$ cat config.mk
export PLATFORM = sky130hd
export DESIGN_NAME = demux_1to4_stream
export DESIGN_NICKNAME = d
export VERILOG_FILES = /design/src/rtl/demux_pkg.sv /design/src/rtl/sat_counter.sv /design/src/rtl/demux_1to4_stream.sv
export SDC_FILE = /design/constraint.sdc
export NUM_CORES = 1
export LEC_CHECK = 0
export ABC_CLOCK_PERIOD_IN_PS = 2200
export CAP_MARGIN = 20
export CORE_MARGIN = 1
export CORE_UTILIZATION = 30
export DETAILED_ROUTE_END_ITERATION = 16
export MAX_ROUTING_LAYER = met4
export PLACE_DENSITY_LB_ADDON = 0.05
export RECOVER_POWER = 100
export SLEW_MARGIN = 0
export SYNTH_ARGS = -nofsm -noshare
export SYNTH_HDL_FRONTEND = slang
export SYNTH_HIERARCHICAL = 1
export SYNTH_SLANG_ARGS = --single-unit
$ cat constraint.sdc
create_clock -name clk -period 2.2 [get_ports clk]
set_input_delay 0.33 -clock clk [delete_from_list [all_inputs] [get_ports clk]]
set_output_delay 0.33 -clock clk [all_outputs]
set_load 0.005 [all_outputs]
$ cat src/rtl/demux_pkg.sv
// demux_pkg: shared constants and types for the 1-to-4 stream demultiplexer.
//   SEL_*    channel select codes carried with each beat ({s1,s0})
//   state_t  one-entry holding register state
//   sel_onehot  maps a select code to its one-hot channel mask
package demux_pkg;

  localparam int NUM_CH = 4;

  localparam logic [1:0] SEL_A = 2'b00;
  localparam logic [1:0] SEL_B = 2'b01;
  localparam logic [1:0] SEL_C = 2'b10;
  localparam logic [1:0] SEL_D = 2'b11;

  typedef enum logic {
    ST_EMPTY,
    ST_FULL
  } state_t;

  function automatic logic [NUM_CH-1:0] sel_onehot(input logic [1:0] s);
    return 4'b0001 << s;
  endfunction

endpackage

$ cat src/rtl/sat_counter.sv
// sat_counter: saturating up-counter with synchronous clear.
//   clk, rst_n  clock / async active-low reset
//   inc         count one event this cycle
//   clr         synchronous clear; beats a simultaneous inc
//   q           current count, sticks at all-ones
module sat_counter #(
  parameter int CNT_W = 8
) (
  input  logic             clk,
  input  logic             rst_n,
  input  logic             inc,
  input  logic             clr,
  output logic [CNT_W-1:0] q
);

  always_ff @(posedge clk or negedge rst_n) begin
    if (!rst_n)                q <= '0;
    else if (clr)              q <= '0;
    else if (inc && (q != '1)) q <= q + 1'b1;
  end

endmodule

$ cat src/rtl/demux_1to4_stream.sv
// demux_1to4_stream: registered 1-to-4 stream demultiplexer.
//   One-entry holding stage; each accepted beat is steered to channel {s1,s0}
//   (00=a, 01=b, 10=c, 11=d) and delivered the following cycle.
//   clk, rst_n          clock / async active-low reset
//   in_data, s1, s0     beat payload and its channel select
//   in_valid, in_ready  upstream handshake
//   out_data            held payload, shared by all channels
//   out_valid[3:0]      one-hot per channel (bit0=a .. bit3=d)
//   out_ready[3:0]      per-channel sink ready
//   cnt_clr             synchronous clear of the delivered-beat counters
//   cnt                 four CNT_W counters, a in the low slice
module demux_1to4_stream
  import demux_pkg::*;
#(
  parameter int W     = 8,
  parameter int CNT_W = 8
) (
  input  logic                    clk,
  input  logic                    rst_n,
  input  logic [W-1:0]            in_data,
  input  logic                    s1,
  input  logic                    s0,
  input  logic                    in_valid,
  output logic                    in_ready,
  output logic [W-1:0]            out_data,
  output logic [NUM_CH-1:0]       out_valid,
  input  logic [NUM_CH-1:0]       out_ready,
  input  logic                    cnt_clr,
  output logic [NUM_CH*CNT_W-1:0] cnt
);

  state_t                         st;
  logic [1:0]                     sel_q;
  logic                           drain;
  logic                           load;
  logic [NUM_CH-1:0][CNT_W-1:0]   cnt_arr;

  // out_valid is zero unless FULL, so masking with out_ready picks only the
  // selected channel; deselected readies can never drain the entry.
  assign drain    = |(out_valid & out_ready);
  assign in_ready = (st == ST_EMPTY) || drain;
  assign load     = in_valid && in_ready;

  always_ff @(posedge clk or negedge rst_n) begin
    if (!rst_n) begin
      st        <= ST_EMPTY;
      out_data  <= '0;
      sel_q     <= SEL_A;
      out_valid <= '0;
    end else begin
      case (st)
        ST_EMPTY: begin
          if (load) begin
            st        <= ST_FULL;
            out_data  <= in_data;
            sel_q     <= {s1, s0};
            out_valid <= sel_onehot({s1, s0});
          end
        end
        ST_FULL: begin
          // Without a drain everything holds: select pins and in_valid are
          // ignored so out_valid is never retracted early.
          if (load) begin
            out_data  <= in_data;
            sel_q     <= {s1, s0};
            out_valid <= sel_onehot({s1, s0});
          end else if (drain) begin
            st        <= ST_EMPTY;
            out_valid <= '0;
          end
        end
        default: begin
          st        <= ST_EMPTY;
          out_valid <= '0;
        end
      endcase
    end
  end

  for (genvar i = 0; i < NUM_CH; i++) begin : g_cnt
    sat_counter #(.CNT_W(CNT_W)) u_cnt (
      .clk   (clk),
      .rst_n (rst_n),
      .inc   (out_valid[i] & out_ready[i]),
      .clr   (cnt_clr),
      .q     (cnt_arr[i])
    );
  end

  assign cnt = cnt_arr;

endmodule

* Word-level counts from Yosys, hierarchy flattened
Cells that the tools add are included.
Cells by class: shift-type cells 1, reduce and logical (&&, ||, !) cells 12, add/subtract/negate cells 4, bitwise operators 6, mux-type cells 17, equal/unequal tests 6
Operator list (count):
- two-way mux 8 bit | 9
- adder 8 x 1 -> 8 bit, second input constant | 4
- inequality test 8 bit, second input constant | 4
- two-way mux 4 bit | 3
- one-hot mux 4 bit (2 select lines) | 1
- nonzero test 2 bit | 4
- logical AND 1 bit | 5
- bitwise AND 1 bit | 4
- bitwise AND 4 bit | 1
- OR reduction 4 bit | 1
- left shift 1 x 2 -> 4 bit, first input constant | 1
- two-way mux 1 bit | 3
- inequality test 3 x 1 -> 1 bit, second input constant | 1
- inequality test 2 bit, second input constant | 1
- one-hot mux 1 bit (2 select lines) | 1
- AND reduction 2 bit | 1
- logical OR 1 bit | 1
- inverter 1 bit | 1
Word-level totals: output and inout bits 45, input bits 18, bits in registers 45, logic and storage cells 53

* Longest topological paths before layout
Gate-level depths: netlist of run 1.
depth after elaboration 6, depth in mapped cells 6, mapped depth without buffers 5

* Modules after synthesis
Netlist of run 1, hierarchy kept.
By module, submodules not included:
- sat_counter | cells each 49, instances 4, area each 464.2 µm², sequential area each 200.2 µm²
- demux_1to4_stream | cells each 50, instances 1, area each 613.1 µm², sequential area each 325.3 µm²

* Least setup slack after synthesis of run 1
Ideal clock, no wire load.
path kind reg2reg, from reg out_valid[2], to reg out_data[0], required time 2.075 ns, arrival time 1.563 ns, setup slack 0.512 ns, stages on the path, launching flop included 5, path through dfrtp_1 > a222oi_1 > a31oi_1 > buf_6 > mux2_4
On the way: cells in the longest elaborated chain, start to end 4
RTL lines:
- start: declaration | line demux_1to4_stream.sv:26 | output logic [NUM_CH-1:0] out_valid,
- start signal: assignment | line demux_1to4_stream.sv:57 | out_valid <= sel_onehot({s1, s0});
- start signal: assignment | line demux_1to4_stream.sv:66 | out_valid <= sel_onehot({s1, s0});
- bitwise AND 4 bit | line demux_1to4_stream.sv:40 | assign drain = |(out_valid & out_ready);
- OR reduction 4 bit | line demux_1to4_stream.sv:40
- logical OR 1 bit | line demux_1to4_stream.sv:41 | assign in_ready = (st == ST_EMPTY) || drain;
- logical AND 1 bit | line demux_1to4_stream.sv:42 | assign load = in_valid && in_ready;
- end signal: assignment | line demux_1to4_stream.sv:55 | out_data <= in_data;
- end signal: assignment | line demux_1to4_stream.sv:64 | out_data <= in_data;
- end: declaration | line demux_1to4_stream.sv:25 | output logic [W-1:0] out_data,
Every way passes these cells. A chain may end at the register's enable or synchronous reset.

* Final worst setup path of run 1
from in out_ready[2], to out in_ready
On the way: cells in the longest elaborated chain, start to end 3
RTL lines:
- start: declaration | line demux_1to4_stream.sv:27 | input logic [NUM_CH-1:0] out_ready,
- bitwise AND 4 bit | line demux_1to4_stream.sv:40
- OR reduction 4 bit | line demux_1to4_stream.sv:40
- logical OR 1 bit | line demux_1to4_stream.sv:41
- end: declaration | line demux_1to4_stream.sv:24 | output logic in_ready,
Every way passes these cells.

==> results of run 1 <==
-- Yosys cell counts --
cell type / count / share of area
a222oi_1: 1 / 0.0041
ha_1: 4 / 0.020
nor4_1: 4 / 0.010
nor4b_1: 1 / 0.0035
nand3_2: 4 / 0.016
and2_2: 1 / 0.0030
buf_2: 4 / 0.0081
inv_1: 15 / 0.023
or3_1: 4 / 0.010
a2111oi_0: 4 / 0.014
nand4_1: 4 / 0.010
a21oi_1: 13 / 0.026
nand3_1: 10 / 0.020
and3_1: 4 / 0.010
a41oi_1: 4 / 0.014
and4_2: 4 / 0.016
o21ai_0: 5 / 0.010
nand2b_1: 12 / 0.030
nand2_1: 10 / 0.015
buf_6: 1 / 0.0046
a31oi_1: 6 / 0.015
nor3_1: 16 / 0.032
mux2i_1: 4 / 0.016
clkbuf_1: 4 / 0.0061
and4_1: 4 / 0.014
and2_1: 2 / 0.0051
mux2_4: 7 / 0.043
a211oi_1: 4 / 0.012
mux2_2: 9 / 0.041
a21boi_1: 4 / 0.012
a211o_1: 1 / 0.0035
o2bb2ai_1: 3 / 0.011
nor2_1: 10 / 0.015
nor2b_1: 14 / 0.035
nor3b_1: 4 / 0.012
dfrtp_1: 45 / 0.46
-- power groups by stage --
stage	Combinational (uW)	Clock, uW	Sequential (uW)
finish	738	500	1070
global route	813	566	1100
CTS	908	531	1080
detailed placement	903	0	1090
global placement	901	0	1100
floorplan	463	0	1080
-- path summary, 6_finish.rpt --
kind                                     startpoint                              end  slack [ns]
max                                    out_ready[2]                         in_ready         0.1
min                         out_data[1]$_DFFE_PN0P_          out_data[1]$_DFFE_PN0P_        0.49
max reg2reg                out_valid[2]$_DFFE_PN0P_          out_data[2]$_DFFE_PN0P_        0.33
min reg2reg                 out_data[1]$_DFFE_PN0P_          out_data[1]$_DFFE_PN0P_        0.49
max in group asynchronous                     rst_n          out_data[4]$_DFFE_PN0P_        0.39
min in group asynchronous                     rst_n  g_cnt[2].u_cnt/q[1]$_DFFE_PN0P_        0.75
-- layer usage --
metal  GRT usage  vias to the layer above  wire, um
li1            -                     1034         -
met1       0.196                     1001      2920
met2       0.204                       54      2430
met3      0.0337                        5       262
met4      0.0385                        0        53
met5           -                        -         0
-- cells by family (layout without fill, tap and decap cells) --
kind of cell,count (synthesis),after routing,share of synthesized area
simple gates,108,108,0.260
fa+ha+maj,4,4,0.0203
mux,20,20,0.0998
buf+inv,24,92,0.0415
compound gates,45,45,0.123
flops,45,45,0.456
-- state kept, by name (all words and copies together), names as in the netlist --
register and count:
g_cnt.u_cnt/q 32, st 1, out_valid 4, out_data 8
-- layout make-up --
type,instances,area [um2],area share
clock buffer,8,80.1,0.0245
inverter,15,56.3,0.0172
multi-input combinational,177,1210,0.369
sequential,45,1130,0.344
tap,102,128,0.0390
timing repair buffer,69,676,0.206
-- stage by stage --
stage               power [uW]  hold WS (ns)  std cells   util  setup WS [ns]
floorplan                 1550        0.0344        246      -          0.512
global placement          2000         0.329        407  0.412          0.127
detailed placement        1990         0.325        407  0.412          0.135
CTS                       2520         0.521        416  0.424         0.0945
global route              2470         0.518        416  0.417         0.0281
finish                    2310         0.487        416  0.417         0.0954
-- critical path: cells and delay by family --
family                 cells  cell delay [ns]
AO/OA/AOI/OAI              1             0.40
AND/OR/NAND/NOR            1             0.15
buffers and inverters      2             0.89
==> results.py, run 1 <==
metrics = {
    "status": {
        "status": "complete, no violations",
    },
    "cts": {
        "hold_buffers": 1,
        "clkTransAtPathRegs_ns": 0.08,
        "cts_tree": "yes",
        "insertion_delay_ns": 0.29,
        "clock-root-buffer": "clkbuf_8",
        "clock_sinks": 45,
        "htreeDepth": 2,
        "postCtsSetupBuffers": 0,
        "cts_buffer_depth": 2,
        "ctsResizeCount": 0,
        "cts_buffers": 5,
    },
    "floorplanning": {
        "die-area_um2": 8600,
        "initial_core_util": 0.315,
        "core_area_um2": 7850,
        "die_height_um": 92.7,
        "ios": 63,
        "rows": 32,
        "die_x_um": 92.7,
    },
    "logic_synthesis": {
        "synth_nets": 268,
        "synthDistinctLibCells": 36,
        "syn_area_per_cell_um2": 10.0,
        "synth_area_um2": 2470,
        "synthCells": 246,
        "synth-seq-cells": 45,
        "ys_warn_count": 6,
        "synth_seq_area_share": 0.456,
    },
    "worst_hold_path": {
        "whs_path_depth": 1,
        "holdCritPathClass": "register to register",
    },
    "final_layout": {
        "diodes": 0,
        "final_cell_mix": "46 x dlygate4sd3_1, 45 x dfrtp_1, 16 x nor3_1, 16 x clkdlybuf4s50_1, 15 x inv_1",
        "fillers": 807,
        "postLayoutCellArea_um2": 3270,
        "final_common_cell": "dlygate4sd3_1",
        "drive_gt1_frac": 0.0732,
        "final_nets": 335,
        "synthToLayoutAreaGrowth_pct": 32.6,
    },
    "global_routing": {
        "grt_pass1_vias": 1886,
        "grt_usage": 0.141,
        "antenna_found_initial": 0,
        "grt_pass1_wl_um": 9270,
        "grt_max_degree": 45,
        "overflow": 0,
    },
    "routing": {
        "drc_errors": 0,
        "first_pass_iters": 4,
        "drt-total-wl_um": 5670,
        "vias": 2094,
        "antenna_left": 0,
        "wire_per_inst_um": 13.6,
        "viasPerCell": 5.03,
        "drt_iter0_markers": 53,
    },
    "power_and_ir_drop": {
        "p_int_uw": 1610,
        "combPwrFrac": 0.319,
        "p_leak_uw": 0.00142,
        "p_sw_frac": 0.304,
        "ir_drop_mv": 0.404,
        "p_per_area_nw_per_um2": 705,
        "p_clk_frac": 0.216,
        "p_seq_frac": 0.464,
        "switchingPower_uw": 703,
    },
    "sta": {
        "rsz0062_at_grt": "no",
        "maxSlewHeadroom": 0.279,
        "skew_ns": 0.00564,
        "finalSetupViolCount": 0,
        "fin_setup_tns_ns": 0,
        "final_max_slew_viol_count": 0,
        "finalCritPeriodShare": 0.957,
        "worstMarginPinSlew_ns": 1.08,
        "hold_viol": 0,
        "max_freq_ghz": 0.475,
        "period_needed_ns": 2.10,
    },
    "worst_setup_path": {
        "max_stage_delay_ns": 0.47,
        "path_cells": "clkdlybuf4s50_1 -> a222oi_1 -> nand3_1 -> clkdlybuf4s50_1",
        "worstPathArrival_ns": 1.77,
        "crit_required_ns": 1.87,
        "worstPathMaxFanout": 2,
        "end_kind": "output port",
        "cp_slowest_cell": "clkdlybuf4s50_1",
        "crit_top_cell": "clkdlybuf4s50_1",
        "critPathKind": "input port to output port",
        "cp-start-kind": "input port",
        "rr_worst_depth": 5,
    },
    "placed_design": {
        "hpwl_um": 3990,
        "postPlaceCellArea_um2": 3240,
        "placement.io_buffers": 62,
        "globalplace.congestion": 0.726,
    },
    "flow_run": {
        "maxCapViolations": 0,
    },
}
No activity file was read; power rests on OpenSTA's default activity.
==> run 2, diff against run 1 <==
Settings changed: CORE_UTILIZATION 30 to 49, PLACE_DENSITY_LB_ADDON 0.05 to 0.12.
==> run 2 against run 1 <==
  * Die area is 38% lower
  * Clock skew increased by 0.0039 ns
  * Sequential power is essentially flat
  * Global-route usage increased by 8.9 points
  * Power grew 8.6%
  * Final cell count shrank 8.2%
  * First-iteration DRC count rose by 130%
  * Combinational power increased by 4.5%
  * Clock power up 32%
  * Flip-flop and latch count did not move
  * Core utilization increased by 27 points
==> results.py, run 2 (same netlist as run 1, synthesis figures left out) <==
metrics = {
    "status": {
        "status": "complete, no violations",
    },
    "floorplanning": {
        "ios": 63,
        "initial_core_util": 0.516,
        "die_x_um": 73.0,
        "core_area_um2": 4790,
        "rows": 25,
        "die_height_um": 73.0,
        "die-area_um2": 5330,
    },
    "routing": {
        "vias": 2135,
        "first_pass_iters": 4,
        "drt-total-wl_um": 5330,
        "antenna_left": 0,
        "wire_per_inst_um": 14.0,
        "viasPerCell": 5.59,
        "drt_iter0_markers": 122,
        "drc_errors": 0,
    },
    "final_layout": {
        "final_cell_mix": "50 x dlygate4sd3_1, 45 x dfrtp_1, 16 x nor3_1",
        "final_nets": 336,
        "drive_gt1_frac": 0.0921,
        "largestRegisters": "g_cnt.u_cnt/q (32), out_data (8), out_valid (4)",
        "final_common_cell": "dlygate4sd3_1",
        "synthToLayoutAreaGrowth_pct": 32.5,
        "diodes": 0,
        "fin_cells": 382,
        "largest_reg_flops": 32,
        "largest_register": "g_cnt.u_cnt/q",
    },
    "cts": {
        "insertion_delay_ns": 0.30,
        "cts_buffer_depth": 2,
        "cts_tree": "yes",
        "clock-root-buffer": "clkbuf_8",
        "clock_sinks": 45,
        "cts_buffers": 5,
        "clkTransAtPathRegs_ns": 0.08,
        "htreeDepth": 2,
    },
    "power_and_ir_drop": {
        "p_leak_uw": 0.00145,
        "ir_drop_mv": 0.571,
        "p_per_area_nw_per_um2": 766,
    },
    "global_routing": {
        "grt_pass1_wl_um": 9160,
        "antenna_found_initial": 0,
        "grt_usage": 0.230,
        "grt_max_degree": 39,
        "grt_pass1_vias": 2026,
        "overflow": 0,
    },
    "worst_setup_path": {
        "cp.depth": 4,
        "critical_path.top_delay_family": "buffers and inverters",
        "crit_required_ns": 1.87,
        "cp_slowest_cell": "dlygate4sd3_1",
        "crit_start": "out_ready[2]",
        "rr_worst_depth": 4,
        "timing.rr.start": "g_cnt[0].u_cnt/q[0]$_DFFE_PN0P_",
        "critPathKind": "input port to output port",
        "max_stage_delay_ns": 0.55,
        "cp_num_buf_inv": 2,
        "worstPathMaxFanout": 2,
        "cp-start-kind": "input port",
        "path_cells": "dlygate4sd3_1 -> a222oi_1 -> nand3_1 -> dlymetal6s2s_1",
        "end_kind": "output port",
        "worstPathArrival_ns": 1.59,
        "crit_end": "in_ready",
        "reg2reg_slack_ns": 0.33,
        "r2r-end": "g_cnt[0].u_cnt/q[0]$_DFFE_PN0P_",
    },
    "worst_hold_path": {
        "holdCritPathClass": "register to register",
        "whs_path_depth": 1,
    },
    "sta": {
        "skew_ns": 0.00958,
        "worstMarginPinSlew_ns": 1.10,
        "hold_viol": 0,
        "fin_setup_tns_ns": 0,
        "finalSetupViolCount": 0,
        "maxSlewHeadroom": 0.268,
        "period_needed_ns": 1.92,
        "rsz0062_at_grt": "no",
        "max_freq_ghz": 0.522,
        "finalCritPeriodShare": 0.871,
        "final_max_slew_viol_count": 0,
    },
    "flow_run": {
        "maxCapViolations": 0,
    },
    "placed_design": {
        "hpwl_um": 3870,
        "placement.io_buffers": 62,
        "globalplace.congestion": 0.835,
        "dpl.cell_count": 373,
    },
}
-- run 2: cell count changes in the layout (fill, tap and decap cells not counted), moves of 2 or more --
| cell | delta |
|---|---|
| dlygate4sd3_1 | +4 |
| mux2_4 | +4 |
| clkdlybuf4s50_1 | -5 |
| mux2_1 | -3 |
| clkbuf_2 | +2 |
-- run 2: how the worst min path moves through the flow --
stage                            startpoint                               to  slack, ns
floorplan                             rst_n  g_cnt[0].u_cnt/q[0]$_DFFE_PN0P_       0.03
global placement                      rst_n  g_cnt[0].u_cnt/q[7]$_DFFE_PN0P_       0.31
detailed placement                    rst_n  g_cnt[0].u_cnt/q[7]$_DFFE_PN0P_       0.31
CTS                                   rst_n  g_cnt[0].u_cnt/q[7]$_DFFE_PN0P_       0.51
global route        out_data[5]$_DFFE_PN0P_          out_data[5]$_DFFE_PN0P_       0.52
finish              out_data[5]$_DFFE_PN0P_          out_data[5]$_DFFE_PN0P_       0.48
-- run 2: metrics by stage --
| step | total power [uW] | hold slack, ns | setup WS, ns | instance area, um2 | util |
|---|---|---|---|---|---|
| finish | 2510 | 0.485 | 0.285 | 3270 | 0.684 |
| global route | 2660 | 0.516 | 0.139 | 3270 | 0.684 |
| CTS | 2650 | 0.515 | 0.110 | 3310 | 0.691 |
| detailed placement | 1980 | 0.310 | 0.143 | 3180 | 0.664 |
| global placement | 1960 | 0.307 | 0.131 | 3180 | 0.664 |
| floorplan | 1550 | 0.0344 | 0.512 | 2470 | - |
-- run 2: repair_timing --
item	in CTS	in global routing
resized for setup	0	1
hold endpoints to repair	18	0
setup endpoints to repair	0	1
hold buffers	1	0
buffers inserted	0	0
-- run 2: layer usage --
metal | vias to the layer above | global-route usage | part of all wire
met3 | 9 | 0.0304 | 0.037
met5 | - | - | 0
met4 | 0 | 0.0959 | 0.019
met1 | 1023 | 0.331 | 0.49
li1 | 1039 | - | -
met2 | 64 | 0.325 | 0.45
-- run 2: layout make-up --
type,instances,area [um2]
fillers,397,1510
multi-input cells,177,1220
flip-flops and latches,45,1130
repair buffers,70,661
well taps,67,83.8
clock buffers,6,82.6
inverters,15,56.3
clock inverters,2,37.5
-- run 2: worst reg2reg max path, stage by stage (launching register included) --
cell	delay [ns]
dfrtp_1	0.45
ha_1	0.30
and4_2	0.29
a21boi_0	0.33
mux2_1	0.38
-- run 2: where the power goes --
group / internal [uW] / switching, uW / leakage (uW) / total (uW)
clock network: 369 / 289 / 0.0000574 / 659
registers: 963 / 115 / 0.000604 / 1080
logic: 446 / 326 / 0.000792 / 771
